`src/rtl/wb_bus_arbiter_if.sv`:
```
// Shared Wishbone bus bundle between the masters, the round-robin arbiter and
// the slave fabric. The arbiter takes the slave modport; the environment takes master.
interface wb_bus_arbiter_if #(
    parameter int NUM_MASTERS   = 3,
    parameter int ADDRESS_WIDTH = 16,
    parameter int DATA_WIDTH    = 8,
    parameter int DATA_BYTES    = 1
);
    logic [NUM_MASTERS-1:0]               m_cyc_i;
    logic [NUM_MASTERS-1:0]               m_stb_i;
    logic [NUM_MASTERS-1:0]               m_we_i;
    logic [NUM_MASTERS*ADDRESS_WIDTH-1:0] m_adr_i;
    logic [NUM_MASTERS*DATA_WIDTH-1:0]    m_dat_i;
    logic [NUM_MASTERS*DATA_BYTES-1:0]    m_sel_i;
    logic [NUM_MASTERS*3-1:0]             m_cti_i;
    logic [NUM_MASTERS-1:0]               m_gnt_o;
    logic [NUM_MASTERS-1:0]               m_ack_o;
    logic [NUM_MASTERS-1:0]               m_err_o;
    logic [DATA_WIDTH-1:0]                m_dat_o;
    logic                                 s_cyc_o;
    logic                                 s_stb_o;
    logic                                 s_we_o;
    logic [ADDRESS_WIDTH-1:0]             s_adr_o;
    logic [DATA_WIDTH-1:0]                s_dat_o;
    logic [DATA_BYTES-1:0]                s_sel_o;
    logic [2:0]                           s_cti_o;
    logic [DATA_WIDTH-1:0]                s_dat_i;
    logic                                 s_ack_i;

    modport slave (
        input  m_cyc_i, m_stb_i, m_we_i, m_adr_i, m_dat_i, m_sel_i, m_cti_i,
        input  s_dat_i, s_ack_i,
        output m_gnt_o, m_ack_o, m_err_o, m_dat_o,
        output s_cyc_o, s_stb_o, s_we_o, s_adr_o, s_dat_o, s_sel_o, s_cti_o
    );

    modport master (
        output m_cyc_i, m_stb_i, m_we_i, m_adr_i, m_dat_i, m_sel_i, m_cti_i,
        output s_dat_i, s_ack_i,
        input  m_gnt_o, m_ack_o, m_err_o, m_dat_o,
        input  s_cyc_o, s_stb_o, s_we_o, s_adr_o, s_dat_o, s_sel_o, s_cti_o
    );
endinterface

```
`src/rtl/wb_bus_arbiter.sv`:
```
// Round-robin arbiter sharing one Wishbone slave bus among NUM_MASTERS masters,
// with a stall watchdog that frees the bus when a slave never acks.
module wb_bus_arbiter #(
    parameter int NUM_MASTERS   = 3,
    parameter int ADDRESS_WIDTH = 16,
    parameter int DATA_WIDTH    = 8,
    parameter int DATA_BYTES    = 1,
    parameter int MAX_WAIT      = 16
) (
    input logic             clk_i,
    input logic             rst_ni,
    wb_bus_arbiter_if.slave bus
);
    localparam int OWNER_W = (NUM_MASTERS > 1) ? $clog2(NUM_MASTERS) : 1;
    localparam int WAIT_W  = $clog2(MAX_WAIT);
    localparam logic [OWNER_W-1:0] LAST_AT_RESET = OWNER_W'(NUM_MASTERS - 1);
    localparam logic [WAIT_W-1:0]  WAIT_LIMIT    = WAIT_W'(MAX_WAIT - 1);

    typedef enum logic {
        IDLE,
        GRANT
    } state_t;

    state_t                   state;
    logic [OWNER_W-1:0]       owner;
    logic [OWNER_W-1:0]       last_owner;
    logic [WAIT_W-1:0]        wait_cnt;
    logic [NUM_MASTERS-1:0]   gnt_q;
    logic [NUM_MASTERS-1:0]   err_q;
    logic [OWNER_W-1:0]       rr_winner;

    logic                     owner_cyc;
    logic                     owner_stb;
    logic                     owner_we;
    logic [ADDRESS_WIDTH-1:0] owner_adr;
    logic [DATA_WIDTH-1:0]    owner_dat;
    logic [DATA_BYTES-1:0]    owner_sel;
    logic [2:0]               owner_cti;
    logic                     slave_stb;
    logic [NUM_MASTERS-1:0]   ack_route;

    // First requester at offset 1, 2, ... N from the last owner; scanning the
    // offsets backwards lets the smallest offset overwrite the others.
    function automatic logic [OWNER_W-1:0] rr_pick(
        input logic [NUM_MASTERS-1:0] req,
        input logic [OWNER_W-1:0]     last
    );
        logic [OWNER_W-1:0] pick;
        pick = last;
        for (int off = NUM_MASTERS; off >= 1; off--) begin
            for (int k = 0; k < NUM_MASTERS; k++) begin
                if (req[k] && (k == (int'(last) + off) % NUM_MASTERS)) begin
                    pick = OWNER_W'(k);
                end
            end
        end
        return pick;
    endfunction

    assign rr_winner = rr_pick(bus.m_cyc_i, last_owner);

    // NOTE: every always_comb output gets a default first so no path leaves it
    // unassigned; otherwise synthesis infers a latch.
    always_comb begin
        owner_cyc = 1'b0;
        owner_stb = 1'b0;
        owner_we  = 1'b0;
        owner_adr = '0;
        owner_dat = '0;
        owner_sel = '0;
        owner_cti = '0;
        for (int k = 0; k < NUM_MASTERS; k++) begin
            if (state == GRANT && owner == OWNER_W'(k)) begin
                owner_cyc = bus.m_cyc_i[k];
                owner_stb = bus.m_stb_i[k];
                owner_we  = bus.m_we_i[k];
                owner_adr = bus.m_adr_i[k*ADDRESS_WIDTH +: ADDRESS_WIDTH];
                owner_dat = bus.m_dat_i[k*DATA_WIDTH +: DATA_WIDTH];
                owner_sel = bus.m_sel_i[k*DATA_BYTES +: DATA_BYTES];
                owner_cti = bus.m_cti_i[k*3 +: 3];
            end
        end
    end

    assign slave_stb = owner_cyc & owner_stb;

    // Acks pass straight through to the owner only, adding no latency.
    always_comb begin
        ack_route = '0;
        for (int k = 0; k < NUM_MASTERS; k++) begin
            ack_route[k] = bus.s_ack_i & slave_stb & (owner == OWNER_W'(k));
        end
    end

    assign bus.s_cyc_o = owner_cyc;
    assign bus.s_stb_o = slave_stb;
    assign bus.s_we_o  = owner_we;
    assign bus.s_adr_o = owner_adr;
    assign bus.s_dat_o = owner_dat;
    assign bus.s_sel_o = owner_sel;
    assign bus.s_cti_o = owner_cti;
    assign bus.m_ack_o = ack_route;
    assign bus.m_dat_o = bus.s_dat_i;
    assign bus.m_gnt_o = gnt_q;
    assign bus.m_err_o = err_q;

    // Bus outputs are decoded from state, so the async reset clears them at once.
    // NOTE: sequential state uses non-blocking assignments so every register
    // samples pre-edge values regardless of statement order.
    always_ff @(posedge clk_i or negedge rst_ni) begin
        if (!rst_ni) begin
            state      <= IDLE;
            owner      <= '0;
            last_owner <= LAST_AT_RESET;
            wait_cnt   <= '0;
            gnt_q      <= '0;
            err_q      <= '0;
        end else begin
            err_q <= '0;
            case (state)
                IDLE: begin
                    wait_cnt <= '0;
                    if (|bus.m_cyc_i) begin
                        owner <= rr_winner;
                        gnt_q <= NUM_MASTERS'(1) << rr_winner;
                        state <= GRANT;
                    end
                end
                GRANT: begin
                    if (!owner_cyc) begin
                        state      <= IDLE;
                        gnt_q      <= '0;
                        last_owner <= owner;
                        wait_cnt   <= '0;
                    end else if (slave_stb && !bus.s_ack_i) begin
                        if (wait_cnt == WAIT_LIMIT) begin
                            // Stalled slave: flag the owner and let it re-compete.
                            err_q      <= gnt_q;
                            state      <= IDLE;
                            gnt_q      <= '0;
                            last_owner <= owner;
                            wait_cnt   <= '0;
                        end else begin
                            wait_cnt <= wait_cnt + 1'b1;
                        end
                    end else begin
                        wait_cnt <= '0;
                    end
                end
                default: state <= IDLE;
            endcase
        end
    end
endmodule

```
`src/flat_wrapper.sv`:
```
// flat-port wrapper written by rule: the top's interface ports become plain ports
module wb_bus_arbiter_flat 
#(
    parameter int NUM_MASTERS   = 3,
    parameter int ADDRESS_WIDTH = 16,
    parameter int DATA_WIDTH    = 8,
    parameter int DATA_BYTES    = 1,
    parameter int MAX_WAIT      = 16
)
  (clk_i, rst_ni, bus_m_cyc_i, bus_m_stb_i, bus_m_we_i, bus_m_adr_i, bus_m_dat_i, bus_m_sel_i, bus_m_cti_i, bus_s_dat_i, bus_s_ack_i, bus_m_gnt_o, bus_m_ack_o, bus_m_err_o, bus_m_dat_o, bus_s_cyc_o, bus_s_stb_o, bus_s_we_o, bus_s_adr_o, bus_s_dat_o, bus_s_sel_o, bus_s_cti_o);
  wb_bus_arbiter_if #(.NUM_MASTERS(NUM_MASTERS), .ADDRESS_WIDTH(ADDRESS_WIDTH), .DATA_WIDTH(DATA_WIDTH), .DATA_BYTES(DATA_BYTES)) bus_i ();
  input logic clk_i;
  input logic rst_ni;
  input wire logic [$bits(bus_i.m_cyc_i)-1:0] bus_m_cyc_i;
  input wire logic [$bits(bus_i.m_stb_i)-1:0] bus_m_stb_i;
  input wire logic [$bits(bus_i.m_we_i)-1:0] bus_m_we_i;
  input wire logic [$bits(bus_i.m_adr_i)-1:0] bus_m_adr_i;
  input wire logic [$bits(bus_i.m_dat_i)-1:0] bus_m_dat_i;
  input wire logic [$bits(bus_i.m_sel_i)-1:0] bus_m_sel_i;
  input wire logic [$bits(bus_i.m_cti_i)-1:0] bus_m_cti_i;
  input wire logic [$bits(bus_i.s_dat_i)-1:0] bus_s_dat_i;
  input wire logic [$bits(bus_i.s_ack_i)-1:0] bus_s_ack_i;
  output wire logic [$bits(bus_i.m_gnt_o)-1:0] bus_m_gnt_o;
  output wire logic [$bits(bus_i.m_ack_o)-1:0] bus_m_ack_o;
  output wire logic [$bits(bus_i.m_err_o)-1:0] bus_m_err_o;
  output wire logic [$bits(bus_i.m_dat_o)-1:0] bus_m_dat_o;
  output wire logic [$bits(bus_i.s_cyc_o)-1:0] bus_s_cyc_o;
  output wire logic [$bits(bus_i.s_stb_o)-1:0] bus_s_stb_o;
  output wire logic [$bits(bus_i.s_we_o)-1:0] bus_s_we_o;
  output wire logic [$bits(bus_i.s_adr_o)-1:0] bus_s_adr_o;
  output wire logic [$bits(bus_i.s_dat_o)-1:0] bus_s_dat_o;
  output wire logic [$bits(bus_i.s_sel_o)-1:0] bus_s_sel_o;
  output wire logic [$bits(bus_i.s_cti_o)-1:0] bus_s_cti_o;
  assign bus_i.m_cyc_i = bus_m_cyc_i;
  assign bus_i.m_stb_i = bus_m_stb_i;
  assign bus_i.m_we_i = bus_m_we_i;
  assign bus_i.m_adr_i = bus_m_adr_i;
  assign bus_i.m_dat_i = bus_m_dat_i;
  assign bus_i.m_sel_i = bus_m_sel_i;
  assign bus_i.m_cti_i = bus_m_cti_i;
  assign bus_i.s_dat_i = bus_s_dat_i;
  assign bus_i.s_ack_i = bus_s_ack_i;
  assign bus_m_gnt_o = bus_i.m_gnt_o;
  assign bus_m_ack_o = bus_i.m_ack_o;
  assign bus_m_err_o = bus_i.m_err_o;
  assign bus_m_dat_o = bus_i.m_dat_o;
  assign bus_s_cyc_o = bus_i.s_cyc_o;
  assign bus_s_stb_o = bus_i.s_stb_o;
  assign bus_s_we_o = bus_i.s_we_o;
  assign bus_s_adr_o = bus_i.s_adr_o;
  assign bus_s_dat_o = bus_i.s_dat_o;
  assign bus_s_sel_o = bus_i.s_sel_o;
  assign bus_s_cti_o = bus_i.s_cti_o;
  wb_bus_arbiter #(.NUM_MASTERS(NUM_MASTERS), .ADDRESS_WIDTH(ADDRESS_WIDTH), .DATA_WIDTH(DATA_WIDTH), .DATA_BYTES(DATA_BYTES), .MAX_WAIT(MAX_WAIT)) u_core (.clk_i(clk_i), .rst_ni(rst_ni), .bus(bus_i));
endmodule
```
`config.mk`:
```
export PLATFORM = sky130hd
export DESIGN_NAME = wb_bus_arbiter_flat
export DESIGN_NICKNAME = d
export VERILOG_FILES = /design/src/rtl/wb_bus_arbiter_if.sv /design/src/rtl/wb_bus_arbiter.sv /design/src/flat_wrapper.sv
export SDC_FILE = /design/constraint.sdc
export NUM_CORES = 1
export LEC_CHECK = 0
export BUFFER_PORTS_ARGS = -buffer_cell sky130_fd_sc_hd__buf_4
export CAP_MARGIN = 20
export CELL_PAD_IN_SITES_DETAIL_PLACEMENT = 1
export CELL_PAD_IN_SITES_GLOBAL_PLACEMENT = 1
export CORE_MARGIN = 2
export CORE_UTILIZATION = 22
export DETAILED_ROUTE_END_ITERATION = 10
export PLACE_DENSITY = 0.88
export SLEW_MARGIN = 15
export SYNTH_ARGS = -nofsm -noshare
export SYNTH_HDL_FRONTEND = slang
export SYNTH_SLANG_ARGS = --single-unit
```
`constraint.sdc`:
```
create_clock -name clk_i -period 1.71 [get_ports clk_i]
set_input_delay 0.2565 -clock clk_i [delete_from_list [all_inputs] [get_ports clk_i]]
set_output_delay 0.2565 -clock clk_i [all_outputs]
set_load 0.03 [all_outputs]
```
==> summary.md, run 1 <==
| Metric | Value |
|---|---|
| Internal Power | 2.87 mW |
| Initial antenna violation count | 0 |
| H-tree depth | 1 |
| Antenna diode count | 0 |
| Sequential share of power | a little under a tenth |
| RSZ-0062 raised after global routing | yes |
| Row Count | 31 |
| Core ar. | between 7000 and 8000 µm² |
| NumNets Final | approximately 470 |
| Relative slew slack | between 60 and 70% |
| CTS sink cnt | 15 |
| Post-synth EDFFs | 0 |
| Finished Cell Area | about 3400 µm² |
| Tcrit/Tclk final | 112% |
| Critical path buffers and inverters | 1 |
| Share of cells above drive strength 1 | between 60% and 70% |
| Commonest non-fill, non-tap cell in the layout | buf_4 |
| Worst setup path startpoint | u_core.owner[1] |
| Switching fraction of total power | 51.1% |
| Max VDD drop | ~0.00077 V |
| Worst EP required | roughly 1.5 ns |
| Max-slew violation count | 0 |
| Synth Flop Type | dfrtp_1 |
| Worst-Margin Slew | roughly 0.55 ns |
| Crit-path cells | mux2i_2, o32ai_4, and2_4, and3_4, buf_6 |
| Cell family with most CP delay | flip-flops |
| Final setup viols | 36 |
| FF+latch count, synth | 15 |
| Clk Latency, worst-skew pair | 0.26 ns |
| Vias in the first global route | around 2400 |
| Die width | approximately 91 µm |
| Clock power share | approximately 5% |
| Setup crit end kind | output port |
| Final hold vios | 0 |
| Die Ht | just over 90 µm |
| Final Worst Setup Slack | -0.211 ns |
| Fin Setup TNS | -4.41 ns |
| Ports | around 150 |
| CP Launch Type | register |
| Sw power | approximately 3 mW |
| Total Power | between 5 and 6 mW |
| Synth Instances | ~220 |
| Max-cap violations | 0 |
| Cell Area, Synth | roughly 1600 µm² |
| F_max | around 520 MHz |
| Die area | 8200 µm² |
| Failing checks | setup timing |
| Routed wire per std cell | roughly 16 µm |
| P_leak | approximately 1.6 nW |
| Post-DR vias/cell | 4.70 |
| CTS clock-pin slew for the worst setup and hold paths | roughly 0.070 ns |
| Crit path DAT | 1.66 ns |
| Maximum root-to-sink buffer count | 2 |
| Num CTS Buffers | 3 |
| Mapped Nets | 329 |
| Initial DRC Count | a little under 60 |
| Critical path's slowest cell | dfrtp_2 |
| Final Critical Period | 1.92 ns |
| Area delta synth->final | 105% |
| Seq/Total Area, Yosys | between 20% and 30% |
| Worst Path Max Fanout | 5 |
| Placed cell areas | about 3000 µm² |
| Final Util | 46.7% |
| Drt drc | 0 |
| CTS tree | yes |
| RR Startpoint | u_core.last_owner[1] |
| Via Count | 2175 |
| Synth unique cells | 36 |
| CTS root buf | clkbuf_8 |
| Worst Hold Class | in -> async |
| Port buffer count | approximately 140 |
| Commonest non-fill, non-tap cells in the layout | buf_4 (117), buf_6 (40), nor2_2 (31), nor2_1 (30), mux2i_1 (29) |
| Worst Skew | around 0.0032 ns |
| Largest net degree at the start of global routing | 33 |
| Routed WL | between 7 and 8 mm |
| PD cells | roughly 1700 nW/µm² |
| Ys async rst share | 100% |
| Logic pwr share | a little under nine tenths |
| Status | finished, violations left |
| Largest stage delay, worst path | 0.44 ns |
| Synth warn | 0 |
| DR pass1 iterations | 4 |
| HPWL Detailed | roughly 5.8 mm |
| Critical path type | reg -> out |
| RePlAce Congestion | approximately 0.9 |
| Initial core utilization | a little under a quarter |
| Hold Slack | ~0.38 ns |
| Gr usage total | 17.4% |
| First-pass GRT wire length | 11.7 mm |
| Routed Antenna Nets | 0 |
| Syn Area/Cell | 7.43 µm² |
| Global route overflow | 0 |
## worst paths after layout
kind                                               to  slack (ns)  cells after the start
min in group clk_i                 u_core.wait_cnt[2]        0.39                      4
worst max-delay path                   bus_m_ack_o[2]       -0.21                      5
worst max register to register  u_core.bus.m_gnt_o[2]       -0.02                      7
worst min-delay path            u_core.bus.m_err_o[0]        0.38                      2
max in group asynchronous        u_core.last_owner[1]        1.08                      2
worst min register to register     u_core.wait_cnt[0]        0.50                      1
## flip-flops by register name (all words and copies together), names as in the netlist
signal / flops
u_core.last_owner: 2
u_core.wait_cnt: 4
u_core.bus.m_err_o: 3
u_core.state: 1
u_core.bus.m_gnt_o: 3
u_core.owner: 2
## stage by stage
step | cells | setup slack, ns
6_report | 463 | -0.211
5_1_grt | 463 | -0.301
4_1_cts | 462 | -0.241
3_5_place_dp | 455 | -0.120
3_3_place_gp | 455 | -0.0140
2_1_floorplan | 222 | -0.284
## cells in the mapped netlist (all sizes together) (2+ instances only)
library cell,count,area share [%]
o2bb2ai,3,3.1
a21oi,31,9.4
ha,3,2.3
o21ai,3,0.91
nor2b,3,1.1
nor3,5,1.5
and2,4,1.5
mux2i,31,19
o22ai,2,0.76
nand3,3,0.91
and3,6,2.3
a22oi,2,0.91
o32ai,2,2.2
clkbuf,9,2.0
nor2,61,14
mux2,3,2.5
buf,14,5.6
nand2,9,2.0
dfrtp,14,21
inv,3,0.68
## power groups by stage
stage	combinational, mW	sequential (mW)	clock [mW]
floorplan	2.71	0.536	0
global placement	4.06	0.558	0
detailed placement	4.17	0.565	0
CTS	4.78	0.554	0.314
global route	5.33	0.572	0.330
finish	5.01	0.558	0.302
## cells by family (layout without fill, tap and decap cells)
family	Yosys count	in the layout	share of synthesized area, %
flip-flops	15	15	22.8
XOR/XNOR	2	2	1.06
multiplexers	34	34	21.3
AO/OA/AOI/OAI	48	48	19.7
AND/OR/NAND/NOR	94	94	24.4
adder cells (fa/ha/maj)	3	3	2.28
buffers and inverters	26	168	8.35
## what timing repair did
| item | in CTS | in global routing |
|---|---|---|
| hold endpoints to repair | 14 | 0 |
| endpoints found under the setup margin | 38 | 41 |
| hold buffers | 1 | 0 |
| gates resized for setup | 57 | 29 |
| buffers inserted | 2 | 1 |
| pin swaps | 6 | 4 |
## per-layer routing
metal	part of all wire [%]	track usage (%)	up-vias
met5	0	0	-
met4	3.2	7.18	0
met2	53	32.6	103
met3	7.3	4.67	16
met1	37	18.2	1012
li1	-	-	1044
## area by class of cell
class / count / area, µm²
Clock buffer: 3 / 41.3
Clock inverter: 1 / 5.00
Fill cell: 856 / 3860
Inverter: 3 / 11.3
Multi-Input combinational cell: 181 / 1430
Sequential cell: 15 / 379
Tap cell: 99 / 124
Timing Repair Buffer: 161 / 1400
(Power assumes the default switching activity.)
==> inputs of run 2 (changes only) <==
Settings changed: SETUP_SLACK_MARGIN set to 0.05.
==> run 2 against run 1 <==
Net effect: the flow still finishes with violations (setup timing); total power rose by 11%; sequential power up 3.9%; final cell count rose by 2.2%; global-route usage shrank 0.059 points; core utilization grew 4.3 points; largest cell class unchanged; critical path depth rose by 1; highest routed layer unchanged; non-clock buffer count increased by 10; routed wire length is 0.71% lower; sequential cell count unchanged; combinational power up 13%; hold slack worse by 0.0052 ns.
==> summary.md, run 2 (synthesized netlist as in run 1, its figures left out) <==
| Metric | Value |
|---|---|
| Worst Hold Class | in -> reg |
| Gr usage total | 17.3% (-0.059 points) |
| Routed WL | 7.57 mm (-0.71%) |
| Die Ht | 90.6 µm (unchanged) |
| CTS tree | yes |
| Fillers | 847 (-1.1%) |
| Post-DR vias/cell | 4.70 (about the same) |
| Sw power | 3.32 mW (+11%) |
| Worst EP required | 1.45 ns (about the same) |
| Placed cell areas | 3070 µm² (+3.7%) |
| Grt met1 use | 18.7% (+0.54 points) |
| Max FFs per register | 4 (unchanged) |
| Ports | 152 (unchanged) |
| CTS sink cnt | 15 (unchanged) |
| H-tree depth | 1 (unchanged) |
| Crit path DAT | 1.72 ns (+0.06 ns) |
| Crit-path cells | buf_6, nor2b_4, o2bb2ai_4, and2_4, and3_4, buf_6 |
| Die width | 90.6 µm (unchanged) |
| Final setup viols | 37 (+2.8%) |
| F_max | 506 MHz (-2.8%) |
| Global route overflow | 0 (unchanged) |
| Initial DRC Count | 28 (-53%) |
| Final hold vios | 0 (unchanged) |
| Area delta synth->final | 124% |
| Grt met3 use | 4.92% (+0.25 points) |
| CTS clock-pin slew for the worst setup and hold paths | 0.06 ns (about the same) |
| Die area | 8200 µm² (unchanged) |
| Num CTS Buffers | 3 (unchanged) |
| Relative slew slack | 75.9% (+13 points) |
| Multi-input combinational cell area | 1660 µm² (+16%) |
| Critical path's slowest cell | dfrtp_2 |
| Antenna diode count | 0 (unchanged) |
| Row Count | 31 (unchanged) |
| Critical path's most frequent cell | buf_6 |
| Vias in the first global route | 2452 (+0.82%) |
| Routed Antenna Nets | 0 (unchanged) |
| RSZ-0062 raised after global routing | yes |
| NumNets Final | 482 (+2.1%) |
| PD cells | 1770 nW/µm² (+2.0%) |
| Final Critical Period | 1.98 ns (+0.0551 ns) |
| Biggest register | u_core.wait_cnt |
| Internal Power | 3.22 mW (+12%) |
| Max VDD drop | 0.000715 V (-7.4%) |
| Most Crowded Layer GR | met2 |
| Port buffer count | 135 (unchanged) |
| Max-cap violations | 0 (unchanged) |
| Core ar. | 7250 µm² (unchanged) |
| Initial antenna violation count | 0 (unchanged) |
| Failing checks | setup timing |
| Sequential share of power | 8.9% (-0.6 points) |
| Worst Skew | 0.00125 ns (-0.00195 ns) |
| Switching fraction of total power | 50.8% (-0.35 points) |
| Cell family with most CP delay | simple AND/OR/NAND/NOR gates |
| Setup crit end kind | output port |
| Fin Setup TNS | -6.70 ns (-2.29 ns) |
| Clock power share | 4.5% (-0.6 points) |
| Final Worst Setup Slack | -0.267 ns (-0.0551 ns) |
| Status | finished, violations left |
| First-pass GRT wire length | 11.7 mm (-0.18%) |
| P_leak | 1.69 nW (+5.6%) |
| HPWL Detailed | 5.60 mm (-3.8%) |
| CP Launch Type | register |
| Clk Latency, worst-skew pair | 0.25 ns (about the same) |
| Worst Path Max Fanout | 5 (unchanged) |
| Finished Cell Area | 3700 µm² (+9.1%) |
| Critical path buffers and inverters | 2 (+1) |
| Tcrit/Tclk final | 116% (+3.2 points) |
| Largest net degree at the start of global routing | 33 (unchanged) |
| Logic pwr share | 86.6% (+1.2 points) |
| Drt drc | 0 (unchanged) |
| Largest stage delay, worst path | 0.40 ns (-0.04 ns) |
| Register area | 379 µm² (unchanged) |
| DR pass1 iterations | 4 (unchanged) |
| Grt met2 use | 33.0% (+0.37 points) |
| Commonest non-fill, non-tap cells in the layout | buf_4 (138), nor2_1 (35), mux2i_1 (28), nor2_4 (25) |
| Critical path type | reg -> out |
| Max-slew violation count | 0 (unchanged) |
| Routed wire per std cell | 16.0 µm (-2.8%) |
| Share of cells above drive strength 1 | 71.7% (+4.1 points) |
| Worst-Margin Slew | 0.357 ns (-0.192 ns) |
| CTS root buf | clkbuf_8 |
| Commonest non-fill, non-tap cell in the layout | buf_4 |
| Initial core utilization | 22.7% (unchanged) |
| Maximum root-to-sink buffer count | 2 (unchanged) |
| Via Count | 2222 (+2.2%) |
| RePlAce Congestion | 0.741 (-17%) |
==> run 2: cell types whose count changed in the layout (fill, tap and decap cells not counted), sizes merged <==
cell and change:
clkbuf +3, clkinv -1, buf +8
==> run 2: final cells by class <==
type	instances	share of cell area [%]
Sequential cell	15	10.3
Timing Repair Buffer	171	40.1
Clock buffer	4	1.22
Tap cell	99	3.35
Multi-Input combinational cell	181	44.8
Inverter	3	0.305
==> run 2: per-layer routing <==
| layer | up-vias | share of wire (%) |
|---|---|---|
| li1 | 1070 | - |
| met1 | 1045 | 37 |
| met2 | 94 | 54 |
| met3 | 13 | 7.0 |
| met4 | 0 | 1.6 |
| met5 | - | 0 |
==> run 2: through the flow <==
| step | setup slack [ns] | std cells | total power [mW] | util (%) | hold WS (ns) |
|---|---|---|---|---|---|
| floorplan | -0.284 | 222 | 3.54 | - | -0.0391 |
| global placement | -0.0245 | 454 | 4.92 | 42.3 | 0.118 |
| detailed placement | -0.0427 | 454 | 5.03 | 42.3 | 0.123 |
| CTS | -0.261 | 462 | 5.83 | 46.2 | 0.354 |
| global route | -0.343 | 473 | 6.95 | 51.0 | 0.408 |
| finish | -0.267 | 473 | 6.54 | 51.0 | 0.379 |
==> run 2: worst reg2reg max path, cell delays in order (launching register included) <==
cell       delay [ns]
dfrtp_2          0.40
buf_6            0.12
nor2b_4          0.30
o2bb2ai_4        0.18
buf_4            0.17
o2bb2ai_4        0.17
mux2_4           0.32
==> run 2: power groups by stage <==
stage          clock network, mW  logic [mW]  registers [mW]
3_3_place_gp                   0        4.36           0.564
6_report                   0.294        5.66           0.580
5_1_grt                    0.321        6.03           0.598
4_1_cts                    0.310        4.94           0.583
2_1_floorplan                  0        3.00           0.536
3_5_place_dp                   0        4.47           0.564
==> run 2: final timing paths <==
path                       slack [ns]                    end          startpoint  cells after the start
setup / recovery                -0.27         bus_m_ack_o[2]     u_core.owner[1]                      6
hold / removal                   0.38     u_core.wait_cnt[0]         bus_s_ack_i                      4
setup reg to reg                -0.07   u_core.last_owner[0]     u_core.owner[1]                      6
hold reg to reg                  0.50     u_core.wait_cnt[0]  u_core.wait_cnt[0]                      1
max in group asynchronous        1.07   u_core.last_owner[1]              rst_ni                      2
min in group asynchronous        0.40  u_core.bus.m_err_o[0]              rst_ni                      2
==> run 2: what timing repair did <==
action / in CTS / in global routing
endpoints found under the hold margin: 14 / 0
hold buffers: 1 / 0
resized for setup: 50 / 48
setup buffers: 4 / 9
cloned: 0 / 2
pin swaps: 10 / 11
setup endpoints to repair: 43 / 48
